### src/rtl/xor_nway_acc_pipe.sv
// xor_nway_acc_pipe: two-stage pipelined N-operand XOR with valid/ready
// handshake. Stage 1 folds the operands of one beat; stage 2 either forwards
// that word (pass mode) or accumulates it across a frame ending at in_last.
module xor_nway_acc_pipe #(
  parameter int WIDTH  = 128,
  parameter int NUM_IN = 3,
  parameter int BEAT_W = 8
) (
  input  logic                      clk,
  input  logic                      rst,
  input  logic                      in_valid,
  output logic                      in_ready,
  input  logic [NUM_IN*WIDTH-1:0]   in_data,
  input  logic                      in_last,
  input  logic                      in_mode,
  output logic                      out_valid,
  input  logic                      out_ready,
  output logic [WIDTH-1:0]          out_data,
  output logic                      out_parity,
  output logic [BEAT_W-1:0]         out_beats,
  output logic                      out_sat
);

  localparam logic [BEAT_W-1:0] CNT_ONE = BEAT_W'(1);
  localparam logic [BEAT_W-1:0] CNT_MAX = {BEAT_W{1'b1}};

  typedef enum logic {
    IDLE = 1'b0,
    OPEN = 1'b1
  } frame_state_t;

  frame_state_t state_reg, state_next;
  logic         frame_mode_reg, frame_mode_next;
  logic         mode_eff;
  logic         accept;

  // Stage 1 registers
  logic [WIDTH-1:0] s1_data_reg;
  logic             s1_valid_reg;
  logic             s1_last_reg;
  logic             s1_take;

  // Stage 2 accumulator and output registers
  logic [WIDTH-1:0]  acc_reg, acc_next;
  logic [BEAT_W-1:0] cnt_reg, cnt_next;
  logic              sat_reg, sat_next;
  logic              first_reg;
  logic [WIDTH-1:0]  out_data_reg;
  logic              out_parity_reg;
  logic [BEAT_W-1:0] out_beats_reg;
  logic              out_sat_reg;
  logic              out_valid_reg;

  // XOR reduction tree built as a chain of partial folds over the operands
  logic [WIDTH-1:0] part [NUM_IN];

  assign part[0] = in_data[0 +: WIDTH];

  generate
    for (genvar gi = 1; gi < NUM_IN; gi++) begin : g_fold
      assign part[gi] = part[gi-1] ^ in_data[gi*WIDTH +: WIDTH];
    end
  endgenerate

  // Stage 1 may only release a last beat when the output slot is free or
  // being drained; non-last beats always fold straight into the accumulator.
  assign s1_take  = s1_valid_reg && (!s1_last_reg || !out_valid_reg || out_ready);
  assign in_ready = !s1_valid_reg || s1_take;
  assign accept   = in_valid && in_ready;
  assign mode_eff = (state_reg == OPEN) ? frame_mode_reg : in_mode;

  // Frame state register: tracks whether an accumulate frame is open
  always_ff @(posedge clk or posedge rst) begin
    if (rst) begin
      state_reg      <= IDLE;
      frame_mode_reg <= 1'b0;
    end else begin
      state_reg      <= state_next;
      frame_mode_reg <= frame_mode_next;
    end
  end

  // Frame next-state: open on a non-last accumulate beat, close on in_last
  always_comb begin
    state_next      = state_reg;
    frame_mode_next = frame_mode_reg;
    if (accept) begin
      case (state_reg)
        IDLE: begin
          if (mode_eff && !in_last) begin
            state_next      = OPEN;
            frame_mode_next = 1'b1;
          end
        end
        OPEN: begin
          if (in_last) begin
            state_next = IDLE;
          end
        end
        default: state_next = IDLE;
      endcase
    end
  end

  // Stage 1: register the folded beat and whether it terminates a result
  always_ff @(posedge clk or posedge rst) begin
    if (rst) begin
      s1_data_reg  <= '0;
      s1_valid_reg <= 1'b0;
      s1_last_reg  <= 1'b0;
    end else begin
      if (accept) begin
        s1_data_reg  <= part[NUM_IN-1];
        s1_valid_reg <= 1'b1;
        s1_last_reg  <= !mode_eff || in_last;
      end else if (s1_take) begin
        s1_valid_reg <= 1'b0;
      end
    end
  end

  // Stage 2 combinational fold: restart on the first beat of a frame
  always_comb begin
    acc_next = (first_reg ? '0 : acc_reg) ^ s1_data_reg;
    cnt_next = CNT_ONE;
    sat_next = 1'b0;
    if (!first_reg) begin
      cnt_next = (cnt_reg == CNT_MAX) ? CNT_MAX : cnt_reg + CNT_ONE;
      sat_next = sat_reg || (cnt_reg == CNT_MAX);
    end
  end

  // Stage 2 registers: fold non-last beats, publish the result on a last beat
  always_ff @(posedge clk or posedge rst) begin
    if (rst) begin
      acc_reg        <= '0;
      cnt_reg        <= '0;
      sat_reg        <= 1'b0;
      first_reg      <= 1'b1;
      out_data_reg   <= '0;
      out_parity_reg <= 1'b0;
      out_beats_reg  <= '0;
      out_sat_reg    <= 1'b0;
      out_valid_reg  <= 1'b0;
    end else begin
      if (s1_take && !s1_last_reg) begin
        acc_reg   <= acc_next;
        cnt_reg   <= cnt_next;
        sat_reg   <= sat_next;
        first_reg <= 1'b0;
      end
      if (s1_take && s1_last_reg) begin
        out_data_reg   <= acc_next;
        out_parity_reg <= ^acc_next;
        out_beats_reg  <= cnt_next;
        out_sat_reg    <= sat_next;
        out_valid_reg  <= 1'b1;
        first_reg      <= 1'b1;
      end else if (out_ready) begin
        out_valid_reg <= 1'b0;
      end
    end
  end

  assign out_valid  = out_valid_reg;
  assign out_data   = out_data_reg;
  assign out_parity = out_parity_reg;
  assign out_beats  = out_beats_reg;
  assign out_sat    = out_sat_reg;

endmodule

### config.mk
export PLATFORM = sky130hd
export DESIGN_NAME = xor_nway_acc_pipe
export DESIGN_NICKNAME = d
export VERILOG_FILES = /design/src/rtl/xor_nway_acc_pipe.sv
export SDC_FILE = /design/constraint.sdc
export NUM_CORES = 1
export LEC_CHECK = 0
export BUFFER_PORTS_ARGS = -buffer_cell sky130_fd_sc_hd__buf_2
export CORE_AREA = 2 2 279 281
export CTS_CLUSTER_DIAMETER = 40
export DETAILED_ROUTE_END_ITERATION = 10
export DIE_AREA = 0 0 281 283
export SYNTH_ARGS = -nofsm -noshare
export SYNTH_HDL_FRONTEND = slang
export SYNTH_SLANG_ARGS = --single-unit
### constraint.sdc
create_clock -name clk -period 35.7 [get_ports clk]
set_clock_uncertainty 0.05 [all_clocks]
set_input_delay 1.785 -clock clk [delete_from_list [all_inputs] [get_ports clk]]
set_output_delay 1.785 -clock clk [all_outputs]
set_load 0.01 [all_outputs]
==> results.py <==
metrics = {
    "die": {
        "core_um2": 76700,
        "die_x_um": 281,
        "initial_utilization": 0.2966,
        "io-pin-count": 530,
        "dieArea_um2": 79520,
        "die_y_um": 283,
        "rows": 102,
    },
    "drt": {
        "highest_layer": "met4",
        "drt-met1-wl_mm": 29.69,
        "routed_wl_mm": 65.26,
        "wl_met2_mm": 30.51,
        "wl_met3_mm": 3.265,
        "drt_iter0_markers": 1036,
        "viasPerCell": 4.489,
        "num_vias": 18040,
        "ant_nets": 0,
        "dr.pass1.iters": 4,
        "wl_per_cell_um": 16.24,
        "drcViolationCount": 0,
    },
    "clock_tree": {
        "cts_root_buf": "clkbuf_16",
        "cts_buffers": 81,
        "clock_latency_ns": 0.61,
        "htreeDepth": 3,
        "cts_tree": "built",
        "postCtsHoldBufs": 0,
        "cts_setup_buffers": 0,
        "clkTransAtPathRegs_ns": 0.05,
        "clockBufferDepth": 3,
        "cts_resized": 0,
        "clock_sinks": 409,
    },
    "synthesis": {
        "ys_async_sr_fraction": 1.000,
        "seq_area_frac_synth": 0.4500,
        "syn-instance-count": 2415,
        "syn-num-nets": 2806,
        "syn_area_per_cell_um2": 9.419,
        "synthTopCellsByArea": "dfrtp_1, xnor2_1, o21ai_1",
        "synth_top_area_frac": 0.4488,
        "synth_commonest_cells": "xnor2_1, dfrtp_1, nand2_1, o21ai_1, xor2_1",
        "yosysUniqueCellTypes": 32,
        "synth.most_common_cell": "xnor2_1",
        "synth_flop_cell": "dfrtp_1",
        "synth_edf_count": 0,
        "synth_area_um2": 22750,
        "yosysTopAreaCell": "dfrtp_1",
        "synth_seq_cells": 409,
        "yosysWarnings": 0,
    },
    "setup_path": {
        "critPathKind": "in2out",
        "arrival_ns": 2.38,
        "r2r_setup_slack_ns": 32.14,
        "required_ns": 33.86,
        "critPathLaunchType": "input pin",
        "crit_start": "out_ready",
        "cp_max_fo": 4,
        "r2r-start": "first_reg",
        "r2r-end": "out_parity",
        "r2r_cells": 9,
        "endpoint": "in_ready",
        "cp-end-kind": "output port",
    },
    "sta": {
        "fmax_mhz": 237.1,
        "finalCritPeriodShare": 0.1181,
        "hold_viol": 0,
        "drv_slew": 0,
        "tns_ns": 0,
        "slew_headroom": 0.2774,
        "period_needed_ns": 4.217,
        "setup_ws_ns": 31.48,
        "rsz0062_at_grt": "no",
        "setup_viol": 0,
        "tightest_slew_ns": 1.084,
    },
    "placement": {
        "hpwl_mm": 46.00,
        "gp_congestion": 0.7585,
        "dp_worst_setup_slack_ns": 31.10,
        "port_buffers": 529,
    },
    "power": {
        "pwr_density_cell_nw_per_um2": 106.5,
        "power_leakage_nw": 12.57,
        "max-vdd-ir-drop_mv": 0.2271,
    },
    "global_routing": {
        "grt_pass1_vias": 17720,
        "grt_max_degree": 203,
        "grt_pass1_wl_mm": 101.4,
        "grt_antenna_before_repair": 0,
        "track_usage": 0.1635,
        "overflow": 0,
    },
    "layout": {
        "fin_nets": 3302,
        "area.growth.synth_to_final_pct": 28.23,
        "multi_input_area_um2": 12040,
        "layout-drive-gt1-share": 0.2347,
        "num-fill-cells": 7741,
        "ff_latch_area_um2": 10240,
    },
    "job": {
        "cap_violations": 0,
    },
    "outcome": {
        "status": "completed",
    },
    "worst_hold_path": {
        "hp-class": "reg2reg",
    },
}
[through the flow]
stage                     total power (W)  instance area, um2    util  hold WS [ns]  std cells
after floorplan                  0.001922               22750       -        0.3781       2415
after global placement           0.002378               26390  0.3441        0.4051       3868
after detailed placement         0.002393               26390  0.3441        0.3949       3868
after CTS                        0.003182               29170  0.3803        0.4142       4018
after global routing             0.003350               29170  0.3803        0.4519       4018
final                            0.003108               29170  0.3803        0.4182       4019
[cells in the final DEF, fill, tap and decap left out, drive strengths merged]
cell type / count
nand2: 393
mux2i: 1
o31ai: 6
o21ai: 499
nand3b: 1
a31o: 3
dfstp: 1
dfrtp: 408
clkinvlp: 11
xor2: 160
a31oi: 1
ha: 1
and2: 1
bufinv: 4
diode: 1
o21bai: 1
nand3: 3
and3: 5
a22o: 118
xnor2: 476
buf: 545
a211oi: 1
xnor3: 3
a21oi: 26
a311oi: 10
a21o: 2
clkinv: 22
nor2: 25
nand2b: 6
inv: 21
nor2b: 129
nand4b: 1
clkbuf: 94
[worst max-delay path: stages]
cell	delay (ns)
buf_2	0.10
nand4b_1	0.28
buf_2	0.22
[worst min path at each step]
stage	depth (start not counted)	start	endpoint	slack, ns
floorplan	1	frame_mode_reg	frame_mode_reg	0.38
global placement	1	frame_mode_reg	frame_mode_reg	0.41
detailed placement	1	frame_mode_reg	frame_mode_reg	0.39
CTS	1	frame_mode_reg	frame_mode_reg	0.41
global route	2	out_beats[6]	out_beats[6]	0.45
finish	1	frame_mode_reg	frame_mode_reg	0.42
[final cells by class]
cell class / instances / share of cell area
inverter: 2 / 0.0005147
clock inverter: 56 / 0.01909
multi-input combinational: 1872 / 0.4128
tap: 1040 / 0.04461
timing repair buffer: 545 / 0.09574
clock buffer: 94 / 0.07613
sequential: 409 / 0.3510
antenna: 1 / 0.00008579
[layer usage]
| layer | up-vias | GRT usage |
|---|---|---|
| met5 | - | 0 |
| met4 | 0 | 0.05816 |
| met3 | 92 | 0.03166 |
| met2 | 431 | 0.2665 |
| met1 | 8426 | 0.2152 |
| li1 | 9094 | - |
[cells by family after synthesis]
group	synth area share
AO/OA/AOI/OAI	0.1695
adder cells (fa/ha/maj)	0.0005499
buffers and inverters	0.02222
flip-flops	0.4500
XOR/XNOR	0.2482
AND/OR/NAND/NOR	0.1091
multiplexers	0.0004400
[report_power, final]
part | switching, W | leakage (nW) | internal, W | total, W
clock network | 0.000280 | 1.33 | 0.000485 | 0.000765
logic | 0.000729 | 6.41 | 0.000768 | 0.00150
registers | 0.000209 | 4.82 | 0.000637 | 0.000847
total | 0.00122 | 12.6 | 0.00189 | 0.00311
Note: power is estimated with default switching activity, not from simulation.
